===== config.mk =====
export PLATFORM = sky130hd
export DESIGN_NAME = bg_scene_ctrl
export DESIGN_NICKNAME = d
export VERILOG_FILES = /design/src/rtl/bg_pkg.sv /design/src/rtl/bg_scene_ctrl_frame_tick_gen.sv /design/src/rtl/bg_scene_ctrl.sv
export SDC_FILE = /design/constraint.sdc
export NUM_CORES = 1
export LEC_CHECK = 0
export ABC_AREA = 1
export BUFFER_PORTS_ARGS = -buffer_cell sky130_fd_sc_hd__buf_4
export CORE_MARGIN = 3
export CORE_UTILIZATION = 54
export CTS_CLUSTER_DIAMETER = 40
export DETAILED_ROUTE_END_ITERATION = 10
export PLACE_DENSITY = 0.8
export SLEW_MARGIN = 0
export SYNTH_ARGS = -nofsm -noshare
export SYNTH_HDL_FRONTEND = slang
export SYNTH_SLANG_ARGS = --single-unit

===== constraint.sdc =====
create_clock -name clk40MHz -period 1.9 [get_ports clk40MHz]
set_input_delay 0.19 -clock clk40MHz [delete_from_list [all_inputs] [get_ports clk40MHz]]
set_output_delay 0.19 -clock clk40MHz [all_outputs]
set_load 0.05 [all_outputs]

===== src/rtl/bg_pkg.sv =====
// ----------------------------------------------------------------------------
// bg_pkg
//   Types and helpers for the background scene sequencer.
//   - scene_t    : which full-screen picture the background drawer shows
//   - bg_state_t : sequencer state (steady picture, fading out, fading in)
//   - BRIGHT_MAX : full brightness code for the RGB scaler
//   - req_hit    : does a request pulse apply to the scene now on screen
//   - next_scene : the scene that an accepted request leads to
// ----------------------------------------------------------------------------
package bg_pkg;

    typedef enum logic [1:0] {
        SC_START = 2'd0,
        SC_GAME  = 2'd1,
        SC_OVER  = 2'd2
    } scene_t;

    typedef enum logic [1:0] {
        ST_SHOW     = 2'd0,
        ST_FADE_OUT = 2'd1,
        ST_FADE_IN  = 2'd2
    } bg_state_t;

    localparam logic [3:0] BRIGHT_MAX = 4'd15;

    // Only one request kind is meaningful per scene; when both pulses arrive
    // together the one that does not fit the current scene is ignored.
    function automatic logic req_hit(input scene_t scene,
                                     input logic   start_req,
                                     input logic   over_req);
        logic hit;
        hit = 1'b0;
        case (scene)
            SC_START: hit = start_req;
            SC_GAME:  hit = over_req;
            SC_OVER:  hit = start_req;
            default:  hit = 1'b0;
        endcase
        return hit;
    endfunction

    function automatic scene_t next_scene(input scene_t scene);
        scene_t nxt;
        nxt = SC_START;
        case (scene)
            SC_START: nxt = SC_GAME;
            SC_GAME:  nxt = SC_OVER;
            SC_OVER:  nxt = SC_START;
            default:  nxt = SC_START;
        endcase
        return nxt;
    endfunction

endpackage


===== src/rtl/bg_scene_ctrl_frame_tick_gen.sv =====
// ----------------------------------------------------------------------------
// frame_tick_gen
//   Turns the vertical blanking level into one pulse per frame.
//   frame_tick is high for exactly one cycle, the cycle after vblnk is first
//   sampled high. The previous-sample register resets to 1, so a vblnk that is
//   already high (or low) at reset release produces no tick until the next
//   genuine rising edge.
// Ports
//   clk        in  1  clock, posedge
//   rst        in  1  synchronous, active-high reset
//   vblnk      in  1  vertical blanking level
//   frame_tick out 1  registered one-cycle pulse per vblnk rising edge
// ----------------------------------------------------------------------------
module frame_tick_gen (
    input  logic clk,
    input  logic rst,
    input  logic vblnk,
    output logic frame_tick
);

    logic vblnk_prev;

    always_ff @(posedge clk) begin
        if (rst) begin
            vblnk_prev <= 1'b1;
            frame_tick <= 1'b0;
        end else begin
            vblnk_prev <= vblnk;
            frame_tick <= vblnk & ~vblnk_prev;
        end
    end

endmodule


===== src/rtl/bg_scene_ctrl.sv =====
// ----------------------------------------------------------------------------
// bg_scene_ctrl
//   Scene sequencer for the background path. Chooses the full-screen picture
//   (start, game, game-over) and a 4-bit brightness used for fade-out/fade-in.
//   Everything changes only on frame ticks so the drawer never tears.
//
//   A transition fades brightness 15 -> 0 (15 steps), spends one more step to
//   swap the scene while black, then fades 0 -> 15 (15 steps). Each step lasts
//   FADE_FRAMES frames, so a transition takes 31*FADE_FRAMES frames.
//
//   Handshake: start_req / over_req are plain one-cycle pulses with no ready;
//   a pulse is taken only while the picture is steady (busy=0) and only if it
//   fits the scene on screen, otherwise it is dropped rather than queued.
//
// Parameters
//   FADE_FRAMES  frames per brightness step (>= 1)
//   FCNT_W       width of the frame-step counter
// Ports
//   clk40MHz   in   1  pixel clock, posedge
//   rst        in   1  synchronous, active-high reset
//   vblnk      in   1  vertical blanking from the timing generator
//   start_req  in   1  one-cycle pulse, player pressed start
//   over_req   in   1  one-cycle pulse, game over
//   scene_sel  out  2  scene_t code for the drawer ROM select
//   bright     out  4  brightness, 15 = full, 0 = black
//   busy       out  1  high while a transition is in progress
//   scene_swap out  1  one-cycle pulse in the cycle scene_sel changes
//   state_dbg  out  2  current bg_state_t, for observation only
// ----------------------------------------------------------------------------
module bg_scene_ctrl
    import bg_pkg::*;
#(
    parameter int FADE_FRAMES = 4,
    parameter int FCNT_W      = 3
) (
    input  logic       clk40MHz,
    input  logic       rst,
    input  logic       vblnk,
    input  logic       start_req,
    input  logic       over_req,
    output logic [1:0] scene_sel,
    output logic [3:0] bright,
    output logic       busy,
    output logic       scene_swap,
    output logic [1:0] state_dbg
);

    localparam logic [FCNT_W-1:0] FCNT_LAST = FCNT_W'(FADE_FRAMES - 1);

    logic frame_tick;

    frame_tick_gen u_tick (
        .clk        (clk40MHz),
        .rst        (rst),
        .vblnk      (vblnk),
        .frame_tick (frame_tick)
    );

    // Registered state and outputs
    bg_state_t         state_q,  state_d;
    scene_t            scene_q,  scene_d;
    scene_t            target_q, target_d;
    logic              pend_q,   pend_d;
    logic [FCNT_W-1:0] fcnt_q,   fcnt_d;
    logic [3:0]        bright_q, bright_d;
    logic              busy_q,   busy_d;
    logic              swap_q,   swap_d;
    logic              step;

    always_comb begin
        state_d  = state_q;
        scene_d  = scene_q;
        target_d = target_q;
        pend_d   = pend_q;
        fcnt_d   = fcnt_q;
        bright_d = bright_q;
        swap_d   = 1'b0;
        step     = frame_tick && (fcnt_q == FCNT_LAST);

        case (state_q)
            ST_SHOW: begin
                fcnt_d = '0;
                // A pending request waits for a frame tick so the fade starts
                // on a frame boundary. A request arriving on the very tick is
                // only latched and starts the fade on the following tick.
                if (pend_q && frame_tick) begin
                    state_d = ST_FADE_OUT;
                    pend_d  = 1'b0;
                end else if (req_hit(scene_q, start_req, over_req)) begin
                    pend_d   = 1'b1;
                    target_d = next_scene(scene_q);
                end
            end

            ST_FADE_OUT: begin
                if (frame_tick) begin
                    fcnt_d = step ? '0 : fcnt_q + FCNT_W'(1);
                end
                if (step) begin
                    if (bright_q != 4'd0) begin
                        bright_d = bright_q - 4'd1;
                    end else begin
                        // Black screen: swap picture, brightness stays 0.
                        scene_d = target_q;
                        swap_d  = 1'b1;
                        state_d = ST_FADE_IN;
                    end
                end
            end

            ST_FADE_IN: begin
                if (frame_tick) begin
                    fcnt_d = step ? '0 : fcnt_q + FCNT_W'(1);
                end
                if (step) begin
                    bright_d = bright_q + 4'd1;
                    if (bright_q == BRIGHT_MAX - 4'd1) begin
                        state_d = ST_SHOW;
                    end
                end
            end

            default: begin
                state_d = ST_SHOW;
            end
        endcase

        // busy follows the next state so it is registered in step with state.
        busy_d = (state_d != ST_SHOW);
    end

    always_ff @(posedge clk40MHz) begin
        if (rst) begin
            state_q  <= ST_SHOW;
            scene_q  <= SC_START;
            target_q <= SC_START;
            pend_q   <= 1'b0;
            fcnt_q   <= '0;
            bright_q <= BRIGHT_MAX;
            busy_q   <= 1'b0;
            swap_q   <= 1'b0;
        end else begin
            state_q  <= state_d;
            scene_q  <= scene_d;
            target_q <= target_d;
            pend_q   <= pend_d;
            fcnt_q   <= fcnt_d;
            bright_q <= bright_d;
            busy_q   <= busy_d;
            swap_q   <= swap_d;
        end
    end

    assign scene_sel  = scene_q;
    assign bright     = bright_q;
    assign busy       = busy_q;
    assign scene_swap = swap_q;
    assign state_dbg  = state_q;

endmodule


==> run_results.csv <==
group,metric,value,unit
drt,antenna_left,0,
global_routing,grt_overflow_total,0,
final_layout,antenna_cells,0,
global_routing,antenna_found_initial,0,
worst_setup_path,crit_fanout,4,
floorplan,core-area,1590,sq um
sta,skew,0.00193,ns
synth,yosysTopAreaCell,"dfxtp_1",
synth,synth_fp_nets,143,
sta,final.min_clock_period,1.79,ns
worst_setup_path,crit_buf_inv,2,
synth,synthTopCellsByCount,"nand2_1, inv_1, dfxtp_1",
worst_setup_path,cp_slowest_stage_delay,0.35,ns
sta,hold_violations,0,
drt,drcViolationCount,0,
sta,slew_headroom,78.9,%
clocking,cts_tree,"done",
sta,rsz0062_at_grt,"no",
placed_design,io_buffers,14,
clocking,cts-root-buf,"clkbuf_4",
global_routing,gr-usage-met2,29.7,%
drt,vias_per_cell,4.97,
power_and_ir_drop,ir_drop,495,uV
power_and_ir_drop,p_total,0.597,mW
drt,drt_wl_total,1840,um
worst_setup_path,worstSetupPathType,"flop to flop",
synth,netlist.area_leader.share,37.4,%
global_routing,grt_pass1_vias,755,
final_layout,finish.utilization,70.2,%
worst_setup_path,crit_top_cell,"nand2_1",
run,cap_violations,0,
synth,ys.flop_type,"dfxtp_1",
clocking,clk_pin_slew,0.09,ns
synth,yosysSeqAreaShare,37.4,%
drt,wl_per_cell,10.8,um
synth,synth.cell_area,963,sq um
floorplan,core.rowCount,14,
worst_setup_path,cp_data_required_time,2.13,ns
worst_setup_path,crit_arrival,2.01,ns
drt,drt_pass1_iterations,4,
final_layout,area_growth,16.1,%
clocking,cts_htree_levels,1,
power_and_ir_drop,power.density,534,nW/um^2
worst_setup_path,critPathTopFamily,"adder cells",
global_routing,grt_first_pass_wirelength,3110,um
clocking,hold_buffers,0,
sta,worst_pin_slew,0.317,ns
sta,setup_viol,0,
drt,vias,845,
synth,synth-seq-cells,18,
floorplan,dieHeight,48.2,um
clocking,clock-sinks,18,
placed_design,hpwl,1460,um
sta,maxSlewViolCount,0,
outcome,status,"finished, final reports clean",
worst_setup_path,r2r_setup_slack,0.11,ns
clocking,numCtsBuffers,3,
clocking,clock_latency,0.28,ns
final_layout,drive_gt1_share,19.9,%
floorplan,fp.dieArea,2330,sq um
synth,async_reset_ff_share,0,%
placed_design,place_congestion,0.781,
sta,fmaxAchievable,560,MHz
floorplan,ioPinCount,15,
synth,synth_cell_types,26,
hold_path,min_path_type,"input pin to flop",
worst_setup_path,crit_chain,"inv_1, ha_1, inv_1, ha_1, nand2_1, nand2_1, nor2_1, xnor2_1, nand2_1, nand3_1",
global_routing,grt-busiest-layer,"met2",
clocking,clock_path_buffers,2,
floorplan,initial_core_util,60.4,%
worst_setup_path,crit_slowest_cell,"dfxtp_2",
sta,fin_tns_setup,0,ns
clocking,cts_resized,0,
power_and_ir_drop,cellLeakagePower,0.568,nW
global_routing,grt_start_max_net_pins,10,
worst_setup_path,startpoint_type,"flop",
synth,synth_warnings,0,
synth,synth-edff-count,0,
global_routing,grt_util_met1,25.3,%
drt,drtIter0Drc,17,
global_routing,grt_use_total,18.8,%
worst_setup_path,cp-end-kind,"flop",
floorplan,die_x,48.2,um
synth,synth.most_common_cell,"nand2_1",
synth,synthTopCellsByArea,"dfxtp_1, nand2_1, ha_1",
clocking,cts_post_setup_buffers_inserted,0,
sta,fin_crit_sh,94.0,%
global_routing,grt_util_met3,3.69,%
final_layout,fin_nets,161,
synth,avgSynthCellArea,7.41,sq um
synth,netlist_instances,130,
## area by class of cell
type / count / area, sq um
clock buffer: 3 / 22.5
fill: 128 / 475
inverter: 24 / 90.1
multi-input combinational: 87 / 508
sequential: 18 / 363
tap: 24 / 30.0
timing repair buffer: 14 / 105
## metal layers
metal | part of all wire [%] | vias to the layer above
met2 | 48 | 18
met1 | 47 | 379
li1 | - | 444
met4 | 1.3 | 0
met5 | 0 | -
met3 | 3.3 | 4
## cells in the final DEF, fill, tap and decap left out
master,instances
o22ai_1,1
xor2_1,1
nand4_1,3
xnor2_1,2
a21oi_1,6
nor2_4,3
o211a_1,1
nand3_1,4
nor3_1,2
buf_4,14
nand2_2,1
dfxtp_2,2
clkinv_1,1
o21ai_1,2
nand3_2,1
clkbuf_4,3
a2111oi_1,1
dfxtp_1,16
o21ai_2,1
nor2_2,1
o21ai_0,2
inv_2,3
nand2_1,31
o211ai_1,2
fa_1,1
nor2_1,14
ha_1,7
inv_1,20
## worst min-delay path: cells and delay by family
kind,cells,cell delay [ns]
AND/OR/NAND/NOR,1,0.05
buffers and inverters,2,0.12
## stage by stage
| step | instances | hold WS [ns] | setup slack [ns] | area [sq um] |
|---|---|---|---|---|
| 2_1_floorplan | 130 | 0.295 | 0.146 | 966 |
| 3_3_place_gp | 167 | 0.379 | 0.293 | 1100 |
| 3_5_place_dp | 167 | 0.379 | 0.175 | 1100 |
| 4_1_cts | 170 | 0.0889 | 0.149 | 1120 |
| 5_1_grt | 170 | 0.0975 | 0.0638 | 1120 |
| 6_report | 170 | 0.0932 | 0.115 | 1120 |
## cell families after synthesis
group           Yosys count  share of synthesized area, %
buf+inv                  25                          9.87
fa+ha+maj                 8                          11.2
simple gates             60                          28.4
compound gates           16                          10.4
xor+xnor                  3                          2.73
flops                    18                          37.4
## sequential cells by signal (all words and copies together), names as in the netlist
register           count
bright                 4
busy                   1
fcnt_q                 3
pend_q                 1
scene_sel              2
scene_swap             1
state_dbg              2
target_q               2
u_tick.frame_tick      1
u_tick.vblnk_prev      1
## path summary, 6_finish.rpt
| kind | startpoint | to | cells past startpoint |
|---|---|---|---|
| setup / recovery | state_dbg[0] | bright[3] | 10 |
| hold reg to reg | u_tick.vblnk_prev | u_tick.frame_tick | 1 |
| setup reg to reg | state_dbg[0] | bright[3] | 10 |
| hold / removal | vblnk | u_tick.vblnk_prev | 3 |
## where the power goes
group | leakage (nW) | switching, mW | internal, mW
registers | 0.147 | 0.00325 | 0.383
logic | 0.407 | 0.0196 | 0.0127
clock network | 0.0138 | 0.105 | 0.0737
Power figures use the tool's default switching activity.
